--- config.mk ---
export PLATFORM = sky130hd
export DESIGN_NAME = id_ex_stage_reg
export DESIGN_NICKNAME = d
export VERILOG_FILES = /design/src/rtl/mips_pkg.sv /design/src/rtl/load_use_detect.sv /design/src/rtl/id_ex_stage_reg.sv
export SDC_FILE = /design/constraint.sdc
export NUM_CORES = 1
export LEC_CHECK = 0
export CELL_PAD_IN_SITES_DETAIL_PLACEMENT = 1
export CELL_PAD_IN_SITES_GLOBAL_PLACEMENT = 1
export CORE_MARGIN = 3
export CORE_UTILIZATION = 31
export CTS_CLUSTER_SIZE = 28
export DETAILED_ROUTE_END_ITERATION = 7
export PLACE_DENSITY_LB_ADDON = 0.1
export SYNTH_ARGS = -nofsm -noshare
export SYNTH_HDL_FRONTEND = slang
export SYNTH_SLANG_ARGS = --single-unit
--- constraint.sdc ---
create_clock -name clk_i -period 4.1 [get_ports clk_i]
set_input_delay 0.41 -clock clk_i [delete_from_list [all_inputs] [get_ports clk_i]]
set_output_delay 0.41 -clock clk_i [all_outputs]
set_load 0.1 [all_outputs]
--- src/rtl/mips_pkg.sv ---
// mips_pkg: shared definitions for the 5-stage MIPS core.
//   - ALUOp encodings driven by the main decoder
//   - funct codes examined by the ALU control decoder
//   - ALU control encodings presented to the ALU
//   - bit positions and width of the 9-bit ID/EX control bundle
package mips_pkg;

   // Control bundle: {RegWrite, MemtoReg, MemRead, MemWrite, Branch,
   //                  ALUSrc, RegDst, ALUOp[1:0]}
   localparam int unsigned CTRL_W       = 9;
   localparam int unsigned CTRL_REGWR   = 8;
   localparam int unsigned CTRL_MEM2REG = 7;
   localparam int unsigned CTRL_MEMRD   = 6;
   localparam int unsigned CTRL_MEMWR   = 5;
   localparam int unsigned CTRL_BRANCH  = 4;
   localparam int unsigned CTRL_ALUSRC  = 3;
   localparam int unsigned CTRL_REGDST  = 2;
   localparam int unsigned CTRL_ALUOP_H = 1;
   localparam int unsigned CTRL_ALUOP_L = 0;

   typedef enum logic [1:0] {
      ALUOP_ADD   = 2'b00,
      ALUOP_SUB   = 2'b01,
      ALUOP_RTYPE = 2'b10
   } aluop_e;

   typedef enum logic [5:0] {
      FUNCT_ADD = 6'b100000,
      FUNCT_SUB = 6'b100010,
      FUNCT_AND = 6'b100100,
      FUNCT_OR  = 6'b100101,
      FUNCT_NOR = 6'b100111,
      FUNCT_SLT = 6'b101010
   } funct_e;

   typedef enum logic [3:0] {
      ALUCTL_AND = 4'b0000,
      ALUCTL_OR  = 4'b0001,
      ALUCTL_ADD = 4'b0010,
      ALUCTL_SUB = 4'b0110,
      ALUCTL_SLT = 4'b0111,
      ALUCTL_NOR = 4'b1100
   } alu_ctrl_e;

endpackage

--- src/rtl/load_use_detect.sv ---
// load_use_detect: combinational load-use hazard detection.
//   ex_valid_i, ex_mem_read_i, ex_rt_i : load currently in EX and its target
//   id_valid_i, id_rs_i, id_rt_i       : instruction currently in ID
//   id_uses_rt_i                       : ID instruction reads rt as a source
//   lu_o                               : ID must wait one cycle for the load
module load_use_detect #(
   parameter int unsigned REG_W = 5
) (
   input  logic             ex_valid_i,
   input  logic             ex_mem_read_i,
   input  logic [REG_W-1:0] ex_rt_i,
   input  logic             id_valid_i,
   input  logic [REG_W-1:0] id_rs_i,
   input  logic [REG_W-1:0] id_rt_i,
   input  logic             id_uses_rt_i,
   output logic             lu_o
);

   logic rs_match;
   logic rt_match;

   always_comb begin
      rs_match = (ex_rt_i == id_rs_i);
      rt_match = id_uses_rt_i & (ex_rt_i == id_rt_i);
      // $zero is hardwired, so a load targeting it never creates a dependency
      lu_o     = ex_valid_i & ex_mem_read_i & id_valid_i & (ex_rt_i != '0) &
                 (rs_match | rt_match);
   end

endmodule

--- src/rtl/id_ex_stage_reg.sv ---
// id_ex_stage_reg: ID/EX pipeline register with load-use bubble insertion,
// branch flush, external stall and saturating bubble/flush counters.
//   clk_i, rst_i          : clock, synchronous active-high reset
//   id_*                  : decoded instruction from ID
//   flush_i               : branch-taken flush (kills the ID instruction)
//   ext_stall_i           : downstream stall, hold everything
//   hazard_stall_o        : combinational freeze request for PC and IF/ID
//   ex_*                  : registered EX-stage view; ALUOp/funct feed ALU control
//   bubble_cnt_o          : load-use bubbles inserted (saturating)
//   flush_cnt_o           : flushes that killed a valid instruction (saturating)
module id_ex_stage_reg
   import mips_pkg::*;
#(
   parameter int unsigned DATA_W = 32,
   parameter int unsigned REG_W  = 5,
   parameter int unsigned CNT_W  = 16
) (
   input  logic              clk_i,
   input  logic              rst_i,
   input  logic              id_valid_i,
   input  logic [CTRL_W-1:0] id_ctrl_i,
   input  logic [DATA_W-1:0] id_pc4_i,
   input  logic [DATA_W-1:0] id_rs_data_i,
   input  logic [DATA_W-1:0] id_rt_data_i,
   input  logic [DATA_W-1:0] id_imm_i,
   input  logic [REG_W-1:0]  id_rs_i,
   input  logic [REG_W-1:0]  id_rt_i,
   input  logic [REG_W-1:0]  id_rd_i,
   input  logic              id_uses_rt_i,
   input  logic              flush_i,
   input  logic              ext_stall_i,
   output logic              hazard_stall_o,
   output logic              ex_valid_o,
   output logic [CTRL_W-1:0] ex_ctrl_o,
   output logic [1:0]        ex_alu_op_o,
   output logic [5:0]        ex_funct_o,
   output logic [DATA_W-1:0] ex_pc4_o,
   output logic [DATA_W-1:0] ex_rs_data_o,
   output logic [DATA_W-1:0] ex_rt_data_o,
   output logic [DATA_W-1:0] ex_imm_o,
   output logic [REG_W-1:0]  ex_rs_o,
   output logic [REG_W-1:0]  ex_rt_o,
   output logic [REG_W-1:0]  ex_rd_o,
   output logic [CNT_W-1:0]  bubble_cnt_o,
   output logic [CNT_W-1:0]  flush_cnt_o
);

   typedef struct packed {
      logic              valid;
      logic [CTRL_W-1:0] ctrl;
      logic [5:0]        funct;
      logic [DATA_W-1:0] pc4;
      logic [DATA_W-1:0] rs_data;
      logic [DATA_W-1:0] rt_data;
      logic [DATA_W-1:0] imm;
      logic [REG_W-1:0]  rs;
      logic [REG_W-1:0]  rt;
      logic [REG_W-1:0]  rd;
   } ex_regs_t;

   ex_regs_t         ex_q, ex_d;
   logic [CNT_W-1:0] bubble_cnt_q, bubble_cnt_d;
   logic [CNT_W-1:0] flush_cnt_q, flush_cnt_d;
   logic             lu;

   load_use_detect #(.REG_W(REG_W)) u_lu (
      .ex_valid_i    (ex_q.valid),
      .ex_mem_read_i (ex_q.ctrl[CTRL_MEMRD]),
      .ex_rt_i       (ex_q.rt),
      .id_valid_i    (id_valid_i),
      .id_rs_i       (id_rs_i),
      .id_rt_i       (id_rt_i),
      .id_uses_rt_i  (id_uses_rt_i),
      .lu_o          (lu)
   );

   always_comb begin
      ex_d         = ex_q;
      bubble_cnt_d = bubble_cnt_q;
      flush_cnt_d  = flush_cnt_q;
      // Flush and ext stall already freeze/redirect the front end themselves
      hazard_stall_o = lu & ~flush_i & ~ext_stall_i;

      if (flush_i) begin
         ex_d = '0;
         if (id_valid_i && (flush_cnt_q != '1)) begin
            flush_cnt_d = flush_cnt_q + CNT_W'(1);
         end
      end else if (ext_stall_i) begin
         // hold: defaults keep every register unchanged
      end else if (lu) begin
         // all-zero bubble: ALUOp=00 (ADD), RegWrite=MemWrite=0
         ex_d = '0;
         if (bubble_cnt_q != '1) begin
            bubble_cnt_d = bubble_cnt_q + CNT_W'(1);
         end
      end else begin
         ex_d.valid   = id_valid_i;
         ex_d.ctrl    = id_valid_i ? id_ctrl_i : '0;
         ex_d.funct   = id_imm_i[5:0];
         ex_d.pc4     = id_pc4_i;
         ex_d.rs_data = id_rs_data_i;
         ex_d.rt_data = id_rt_data_i;
         ex_d.imm     = id_imm_i;
         ex_d.rs      = id_rs_i;
         ex_d.rt      = id_rt_i;
         ex_d.rd      = id_rd_i;
      end
   end

   always_ff @(posedge clk_i) begin
      if (rst_i) begin
         ex_q         <= '0;
         bubble_cnt_q <= '0;
         flush_cnt_q  <= '0;
      end else begin
         ex_q         <= ex_d;
         bubble_cnt_q <= bubble_cnt_d;
         flush_cnt_q  <= flush_cnt_d;
      end
   end

   always_comb begin
      ex_valid_o   = ex_q.valid;
      ex_ctrl_o    = ex_q.ctrl;
      ex_alu_op_o  = ex_q.ctrl[CTRL_ALUOP_H:CTRL_ALUOP_L];
      ex_funct_o   = ex_q.funct;
      ex_pc4_o     = ex_q.pc4;
      ex_rs_data_o = ex_q.rs_data;
      ex_rt_data_o = ex_q.rt_data;
      ex_imm_o     = ex_q.imm;
      ex_rs_o      = ex_q.rs;
      ex_rt_o      = ex_q.rt;
      ex_rd_o      = ex_q.rd;
      bubble_cnt_o = bubble_cnt_q;
      flush_cnt_o  = flush_cnt_q;
   end

endmodule
==> impl_metrics.ini <==
[synthesis]
synthCells = 570
synth_fp_nets = 730
synth_top_cell_by_area = dfxtp_1
seq_area_frac_synth = 0.577
synth_area_mm2 = 0.00642
ys_seq_elements = 185
synth_area_per_cell_um2 = 11.3
yosysUniqueCellTypes = 41
ys_warn_count = 0
synthTopCellsByArea = dfxtp_1 58%, a22o_1 21%, clkbuf_1 2.0%
synth-async-reset-ratio = 0
synth-main-ff-cell = dfxtp_1
yosysTopAreaCellShare = 0.577
synth-edff-count = 0

[sta]
finalCritPeriodShare = 0.651
hold_viol = 0
rsz0062_at_grt = no
timing.fmax_ghz = 0.375
finalSetupTns_ps = 0
finalMaxSlewViolations = 0
worst_clock_skew_ps = 16.0
tightest_slew_ps = 1140
whs_ps = 474
finalCriticalPeriod_ps = 2670
setup_violations = 0
maxSlewHeadroom = 0.239

[floorplanning]
io_pins = 352
die_w_um = 150
die_area_mm2 = 0.0225
rows = 52
die_h_um = 150
start_util = 0.316
coreArea_mm2 = 0.0203

[global_routing]
antenna_found_initial = 0
grt-ovfl-total = 0
grt_pass1_vias = 6372
grt_usage = 0.207
grt_pass1_wl_um = 36300
grt_max_degree = 145

[hold_path]
hp-class = reg -> reg

[worst_setup_path]
cp_data_arrival_time_ps = 2260
crit_fanout = 3
required_ps = 3690
start_kind = input port
max_stage_delay_ps = 510
slowest_stage = clkdlybuf4s50_1
path_class = in -> out
crit_chain = clkdlybuf4s50_1, xnor2_1, nand3_1, o22ai_1, and3_1, buf_4
cp-end-kind = primary output

[cells_and_area]
syn_to_final_growth_pct = 66.3
layout-drive-gt1-share = 0.0541
nFillCells = 2168
final_common_cell = clkdlybuf4s50_1
antenna_cells = 0
utilization = 0.526
nets = 1054
layout_common_cells = 350 x clkdlybuf4s50_1, 185 x dfxtp_1, 151 x a22o_1
fin_cells = 1176

[clock_network]
root_buffer = clkbuf_16
cts_sinks = 185
hold_buffers = 0
clkSlewWorstSetupHoldPaths_ps = 70
cts_setup_buffers = 0
htreeDepth = 4
cts_tree = built
clk_latency_ps = 430
clockBufferDepth = 2
numCtsBuffers = 17
post_cts_resized = 0

[power_and_ir_drop]
pwr-share-seq = 0.445
p_sw_uw = 1310
comb_power_share = 0.181
power.leakage_uw = 0.00389
power_frac_clock = 0.374
internal-power_uw = 2910
vdd.ir_drop.worst_uv = 246
power.share.switching = 0.311
power_density_mw_per_mm2 = 396

[route]
drc_errors = 0
first_pass_iters = 4
wl_per_cell_um = 20.5
first_iter_violations = 300
viasPerCell = 5.04
drt-total-wl_um = 24100
num_vias = 5924
ant_nets = 0

[placed_design]
dp_cells = 1145
place_congestion = 0.777
io_buffer_count = 351
hpwl_um = 17700

[job]
maxCapViolCount = 0

[outcome]
status = finished clean
==> layer usage <==
layer / vias up / wire, um / GRT usage
met5: - / 0 / 0
met4: 0 / 476 / 0.0549
met3: 29 / 1890 / 0.0803
met2: 216 / 12600 / 0.366
met1: 2879 / 9150 / 0.233
li1: 2800 / - / -
==> sequential cells by signal, summed over array words and instances, names as in the netlist <==
signal	count
ex_rs_o	5
ex_rd_o	5
ex_imm_o	27
ex_valid_o	1
ex_ctrl_o	9
bubble_cnt_o	16
ex_rt_o	5
ex_funct_o	5
flush_cnt_o	16
ex_rs_data_o	32
ex_pc4_o	32
ex_rt_data_o	32
==> worst max-delay path: cells and delay by family <==
kind | cells | cell delay (ps)
buf+inv | 2 | 820
simple gates | 2 | 450
compound gates | 1 | 440
xor+xnor | 1 | 140
==> power by group through the flow <==
| stage | Clock, uW | Combinational (uW) | Sequential, uW |
|---|---|---|---|
| 2_1_floorplan | 0 | 121 | 2270 |
| 3_3_place_gp | 0 | 759 | 1920 |
| 3_5_place_dp | 0 | 769 | 1920 |
| 4_1_cts | 1630 | 771 | 1880 |
| 5_1_grt | 1700 | 793 | 1880 |
| 6_report | 1580 | 766 | 1880 |
==> through the flow <==
stage                     cell area, um^2  worst slack [ps]  total power [uW]
after floorplan                      6420              1120              2390
after global placement              10100              1500              2680
after detailed placement            10100              1440              2690
after CTS                           10700              1460              4280
after global routing                10700              1360              4380
final                               10700              1430              4230
==> cell type report <==
cell class | count | area [um^2] | area share
Tap cell | 270 | 338 | 0.0316
Clock buffer | 17 | 425 | 0.0398
Sequential cell | 185 | 3700 | 0.347
Clock inverter | 14 | 134 | 0.0125
Timing Repair Buffer | 356 | 3590 | 0.336
Multi-Input combinational cell | 332 | 2490 | 0.233
Inverter | 2 | 7.51 | 0.000703
==> cells in the mapped netlist (2+ instances only) <==
library cell and count:
dfxtp_1 185, a22o_1 151, clkbuf_1 34, nor2_1 26, nand2_1 16, a21oi_1 13
nand3_1 11, xnor2_1 11, buf_4 9, nand4_1 9, xor2_1 9, buf_2 8
nor2b_1 8, nor3_1 8, or4_1 8, mux2_2 7, o21ai_0 7, and3_1 6
o31ai_1 6, o211ai_1 5, o2111ai_1 4, or3_1 4, nor4_1 3, and4_1 2
ha_1 2, inv_1 2, mux2i_1 2
==> kinds of logic after synthesis <==
logic type	count (synthesis)	share of synthesized area
simple gates	108	0.0896
compound gates	193	0.249
fa+ha+maj	2	0.00390
xor+xnor	20	0.0273
mux	9	0.0154
buf+inv	53	0.0378
flops	185	0.577
==> final timing paths <==
path	start	to	slack, ps	depth (start not counted)
max	id_rs_i[4]	hazard_stall_o	1430	6
max reg2reg	ex_rt_o[4]	ex_ctrl_o[8]	1810	6
min reg2reg	ex_rt_data_o[26]	ex_rt_data_o[26]	470	1
min	ex_rt_data_o[26]	ex_rt_data_o[26]	470	1
No activity file was read; power rests on OpenSTA's default activity.
